<file path="config.mk">
export PLATFORM = sky130hd
export DESIGN_NAME = uart_tx
export DESIGN_NICKNAME = d
export VERILOG_FILES = /design/src/rtl/uart_pkg.sv /design/src/rtl/uart_tx.sv
export SDC_FILE = /design/constraint.sdc
export NUM_CORES = 1
export LEC_CHECK = 0
export CORE_ASPECT_RATIO = 1.2
export CORE_MARGIN = 4
export CORE_UTILIZATION = 51
export DETAILED_ROUTE_END_ITERATION = 8
export GPL_TIMING_DRIVEN = 1
export PLACE_DENSITY = 0.77
export SLEW_MARGIN = 10
export SYNTH_ARGS = -nofsm -noshare
export SYNTH_HDL_FRONTEND = slang
export SYNTH_SLANG_ARGS = --single-unit
</file>
<file path="constraint.sdc">
create_clock -name sys_clk -period 1.8 [get_ports sys_clk]
set_input_delay 0.18 -clock sys_clk [delete_from_list [all_inputs] [get_ports sys_clk]]
set_output_delay 0.18 -clock sys_clk [all_outputs]
set_load 0.03 [all_outputs]
</file>
<file path="src/rtl/uart_pkg.sv">
// uart_pkg: shared UART transmitter state type, frame defaults and clocking constants
package uart_pkg;
  typedef enum logic [2:0] {
    ST_IDLE,
    ST_ARM,
    ST_START,
    ST_DATA,
    ST_PARITY,
    ST_STOP
  } uart_tx_state_t;
  localparam int UART_DATA_BITS = 8;
  localparam int UART_STOP_BITS = 1;
  localparam int SYS_CLOCK = 100_000_000;
  localparam int BAUDRATE = 115_200;
endpackage

</file>
<file path="src/rtl/uart_tx.sv">
// uart_tx: tick-aligned asynchronous serial transmitter with optional parity and 1/2 stop bits
module uart_tx
  import uart_pkg::*;
#(
  parameter int DATA_BITS = UART_DATA_BITS,
  parameter int PARITY_EN = 0,
  parameter int PARITY_ODD = 0,
  parameter int STOP_BITS = UART_STOP_BITS
) (
  input  logic                 sys_clk,
  input  logic                 rst,
  input  logic                 bps_tick,
  input  logic [DATA_BITS-1:0] tx_data,
  input  logic                 tx_valid,
  output logic                 tx_ready,
  output logic                 txd,
  output logic                 tx_busy,
  output logic                 tx_done
);
  uart_tx_state_t state_q, state_d;
  logic [DATA_BITS-1:0] shift_q, shift_d;
  logic [2:0] bit_cnt_q, bit_cnt_d;
  logic stop_cnt_q, stop_cnt_d;
  logic par_q, par_d;
  logic txd_q, txd_d;
  logic done_q, done_d;
  // next-state and next-output logic; every line change is gated by a sampled tick
  always_comb begin
    state_d = state_q;
    shift_d = shift_q;
    bit_cnt_d = bit_cnt_q;
    stop_cnt_d = stop_cnt_q;
    par_d = par_q;
    txd_d = txd_q;
    done_d = 1'b0;
    unique case (state_q)
      ST_IDLE: begin
        txd_d = 1'b1;
        if (tx_valid) begin
          shift_d = tx_data;
          par_d = (^tx_data) ^ (PARITY_ODD != 0);
          state_d = ST_ARM;
        end
      end
      ST_ARM: if (bps_tick) begin
        txd_d = 1'b0;
        state_d = ST_START;
      end
      ST_START: if (bps_tick) begin
        txd_d = shift_q[0];
        bit_cnt_d = 3'd0;
        state_d = ST_DATA;
      end
      ST_DATA: if (bps_tick) begin
        if (bit_cnt_q != 3'(DATA_BITS - 1)) begin
          shift_d = shift_q >> 1;
          txd_d = shift_q[1];
          bit_cnt_d = bit_cnt_q + 3'd1;
        end else if (PARITY_EN != 0) begin
          txd_d = par_q;
          state_d = ST_PARITY;
        end else begin
          txd_d = 1'b1;
          stop_cnt_d = 1'b0;
          state_d = ST_STOP;
        end
      end
      ST_PARITY: if (bps_tick) begin
        txd_d = 1'b1;
        stop_cnt_d = 1'b0;
        state_d = ST_STOP;
      end
      ST_STOP: if (bps_tick) begin
        if (stop_cnt_q == 1'(STOP_BITS - 1)) begin
          state_d = ST_IDLE;
          done_d = 1'b1;
        end else begin
          stop_cnt_d = stop_cnt_q + 1'b1;
        end
      end
      default: begin
        state_d = ST_IDLE;
        txd_d = 1'b1;
      end
    endcase
  end
  // state and output registers; reset abandons any frame and returns the line high
  always_ff @(posedge sys_clk) begin
    if (rst) begin
      state_q <= ST_IDLE;
      shift_q <= '0;
      bit_cnt_q <= 3'd0;
      stop_cnt_q <= 1'b0;
      par_q <= 1'b0;
      txd_q <= 1'b1;
      done_q <= 1'b0;
    end else begin
      state_q <= state_d;
      shift_q <= shift_d;
      bit_cnt_q <= bit_cnt_d;
      stop_cnt_q <= stop_cnt_d;
      par_q <= par_d;
      txd_q <= txd_d;
      done_q <= done_d;
    end
  end
  assign tx_ready = (state_q == ST_IDLE);
  assign tx_busy = !tx_ready;
  assign txd = txd_q;
  assign tx_done = done_q;
endmodule

</file>
==> impl_summary.md <==
Run status
The run finished with clean final reports.

Logic synthesis
The number of library cell types mapped by synthesis is 33. The net count after synthesis is 114. The most used flip-flop cell after synthesis is dfxtp_1. The number of cells produced by synthesis is 99. The number of storage elements in the synthesis netlist is 16. The top cell type by area accounts for about 34% of the synthesized area. The largest total area in the synthesized netlist belongs to dfxtp_1. The number of enable flip-flop cells after synthesis is 0. In the post-synthesis netlist, the biggest area contributors are dfxtp_1, a211oi_1, mux2i_1, ha_1, nand3b_1. After synthesis the cells add up to 949.7 µm². The share of flip-flops with an asynchronous set or reset is 0%. The count of warnings emitted by yosys is 0.

A synthesized cell averages approximately 9.6 µm². For this run, the register share of the synthesized area comes to roughly a third. Ranked by instance count, the synthesized netlist is headed by dfxtp_1, a211oi_1, mux2i_1. Among all cell types in the netlist, the one instantiated most often is dfxtp_1.

Route
The remaining antenna violation count is 0. The final wirelength is around 2.0 mm. For this run, the detailed router's first-pass iteration total came to 4.

Using the TritonRoute via totals, the vias-per-cell ratio works out to 6.164. Dividing the detail-routed wire length by the instance count gives 15.10 µm. For this block, the initial DRC count from the detailed router was 12. In the routed design, unresolved DRC markers number 0. The detailed router placed 826 vias in this run.

Critical path
STA puts the critical path data required time at 2.00 ns. In this run the critical register-to-register path is launched from bit_cnt_q[0]. The number of cells traversed by the worst register-to-register path is 6. The worst register-to-register path ends at shift_q[1]. Of all nets on the critical path, the largest fanout is 7. The critical path in this run is classified as flop to flop.

The arrival time at the worst endpoint is about 1.9 ns. STA classifies the critical path endpoint as a flop. STA classifies the critical path startpoint as a flop.

The setup slack on the worst flop-to-flop path is 0.15 ns.

Die
The die covers 2619 µm². The region available for standard cell placement spans 1702 µm². The starting density of the core is 55.81%. Measured along the y axis, the die boundary spans 55.27 µm. From left edge to right edge, the die measures 47.39 µm. The placement row count is 16. 16 I/O pins were placed.

Global routing
The pin count of the biggest net entering global routing is 16. Summed over all layers, the global routing overflow is 0. The number of global-route vias before repair is approximately 750. The global-route wire length before repair is 3.436 mm.

The global routing usage summed across all routing layers is 17.28%. The number of antenna violations at the first check in global routing is 0.

Timing
The number of hold violations in the final report is 0. The final critical-path share of the clock period is 91.85%. The final hold slack is between 0.4 and 0.5 ns. Measured against its own limit, the worst slew margin works out to between 60% and 70%. Setup repair after global routing left no endpoint under its margin. Setup violations remaining at the end of the flow were counted as 0.

The number of slew-limit violations in the final report is 0. Setup slack closes at 0.1467 ns. Between clock sinks in the finished design, the worst skew comes to 0.003225 ns. For this run, the top clock speed supported by timing is ~0.60 GHz. For the pin with the worst max-slew slack, the measured transition is between 0.5 and 0.6 ns. For the final routed database, the setup TNS stands at 0 ns. After layout, the minimum clock period comes to 1.653 ns.

Clock network
Hold repair after CTS inserted 0 buffers. Once the clock tree was built, the setup fixing pass inserted 0 buffers. The cell sitting at the root of the clock tree is a clkbuf_4. The total number of H-tree levels is 1. The clock insertion delay at the later pin of the skew report is 0.29 ns.

The number of sinks driven by the clock tree is 16. TritonCTS built the clock tree. Clock-pin slew was measured on the worst setup and hold paths at 0.10 ns. The number of buffers inserted during clock tree synthesis is 3. In this run the deepest clock path goes through 2 buffers.

Flow run
The tool flagged a number of max-cap violations equal to 0.

Power
Summed over all cells, the static leakage comes to 0.5021 nW. Across the VDD grid, the largest voltage drop is about 0.65 mV. In this run the power density over the cells is about 700 nW/µm².

Cells and area
From synthesis to final layout, the design area changed by 23.32%. The number of diodes is 0. The ratio of cells with drive above 1 in the final layout is 18.10%. The net count of the finished layout is 132.

Placed design
Routability-driven placement finished with a final weighted congestion of around 0.82. The wire-length estimate of the detail-placed layout is 1.443 mm. OpenSTA, run right after detailed placement, puts the worst setup slack at 0.1430 ns. Port buffering added 15 buffers.

Worst hold path
The path type of the worst min-delay path is flop to flop. The hold path endpoint is bit_cnt_q[1]. The hold path startpoint is bit_cnt_q[1].

The number of stages on the worst hold path is 2.
==> cell families (layout without fill, tap and decap cells) <==
family	after synthesis	after routing	synth area share, %
AO/OA/AOI/OAI	30	30	23.32
AND/OR/NAND/NOR	27	27	20.82
flip-flops	16	16	33.73
buffers and inverters	13	30	7.642
multiplexers	10	10	10.54
adder cells (fa/ha/maj)	3	3	3.953
==> worst max-delay path: stages (launching register included) <==
cell and delay (ns):
dfxtp_1 0.34, ha_1 0.23, ha_2 0.21, nor4bb_2 0.28, buf_4 0.19, a211oi_1 0.08, a211oi_1 0.23
==> report_power, final <==
group / total (mW) / switching [mW] / internal [mW] / leakage, nW
Combinational: 0.201 / 0.0999 / 0.101 / 0.350
Clock: 0.241 / 0.118 / 0.123 / 0.0210
Sequential: 0.399 / 0.0195 / 0.380 / 0.131
==> layer usage <==
metal  part of all wire, %  routed length [µm]  global-route usage [%]  vias up
met5                     0                   0                       0        -
li1                      -                   -                       -      410
met1                    46                 921                   22.47      398
met3                   3.0                  60                   3.896        4
met2                    50                1014                   27.01       14
met4                   1.3                  27                   5.929        0
==> cells in the final DEF, fill, tap and decap left out <==
master           synthesis  final
dfxtp_1                 16     16
a211oi_1                15     15
clkdlybuf4s50_1          0     13
mux2i_1                 10     10
buf_4                    3     10
nand3b_1                 4      4
o21ai_0                  4      4
a21oi_1                  4      4
nand4b_1                 3      3
nor2_1                   3      3
nand2_1                  3      3
clkbuf_4                 0      3
inv_1                    2      2
nor2b_1                  2      2
nor3_1                   3      2
ha_1                     3      2
nor3_2                   0      1
and2_1                   1      1
and3b_1                  1      1
o211ai_1                 1      1
o211a_1                  1      1
o21ba_2                  1      1
o221ai_1                 1      1
nor4b_1                  1      1
or4b_1                   1      1
or3b_4                   1      1
a21oi_4                  1      1
nor4bb_2                 0      1
nor4b_4                  1      1
nand4_1                  1      1
a211o_1                  1      1
o21a_1                   1      1
nand2b_1                 1      1
ha_2                     0      1
clkbuf_8                 0      1
dlygate4sd2_1            0      1
==> through the flow <==
step | power (mW) | util, % | std cells | instance area (µm²)
after floorplan | 0.5421 | - | 99 | 954.7
after global placement | 0.6043 | 66.25 | 130 | 1127
after detailed placement | 0.6083 | 66.25 | 130 | 1127
after CTS | 0.8429 | 68.31 | 134 | 1162
after global routing | 0.8792 | 68.82 | 134 | 1171
final | 0.8414 | 68.82 | 134 | 1171
==> how the worst max path moves through the flow <==
stage	to	startpoint	slack, ns
global route	shift_q[6]	bit_cnt_q[0]	0.009
global placement	shift_q[4]	bps_tick	0.15
detailed placement	shift_q[7]	tx_valid	0.14
finish	shift_q[1]	bit_cnt_q[0]	0.15
CTS	shift_q[1]	bit_cnt_q[0]	0.11
floorplan	tx_busy	state_q[1]	0.15
==> timing repair <==
item | CTS | global route
pin swaps | 0 | 5
gates resized for setup | 1 | 2
setup endpoints to repair | 1 | 6
gates cloned | 0 | 0
==> state kept, by name, indices dropped and copies added (netlist names) <==
name       cells
bit_cnt_q      3
txd            1
tx_done        1
state_q        3
shift_q        8
==> layout make-up <==
type | count | area, µm²
inverters | 2 | 7.507
repair buffers | 24 | 214.0
well taps | 18 | 22.52
multi-input cells | 70 | 570.5
fillers | 141 | 530.5
flip-flops and latches | 16 | 320.3
clock buffers | 4 | 36.28
(Power assumes the default switching activity.)
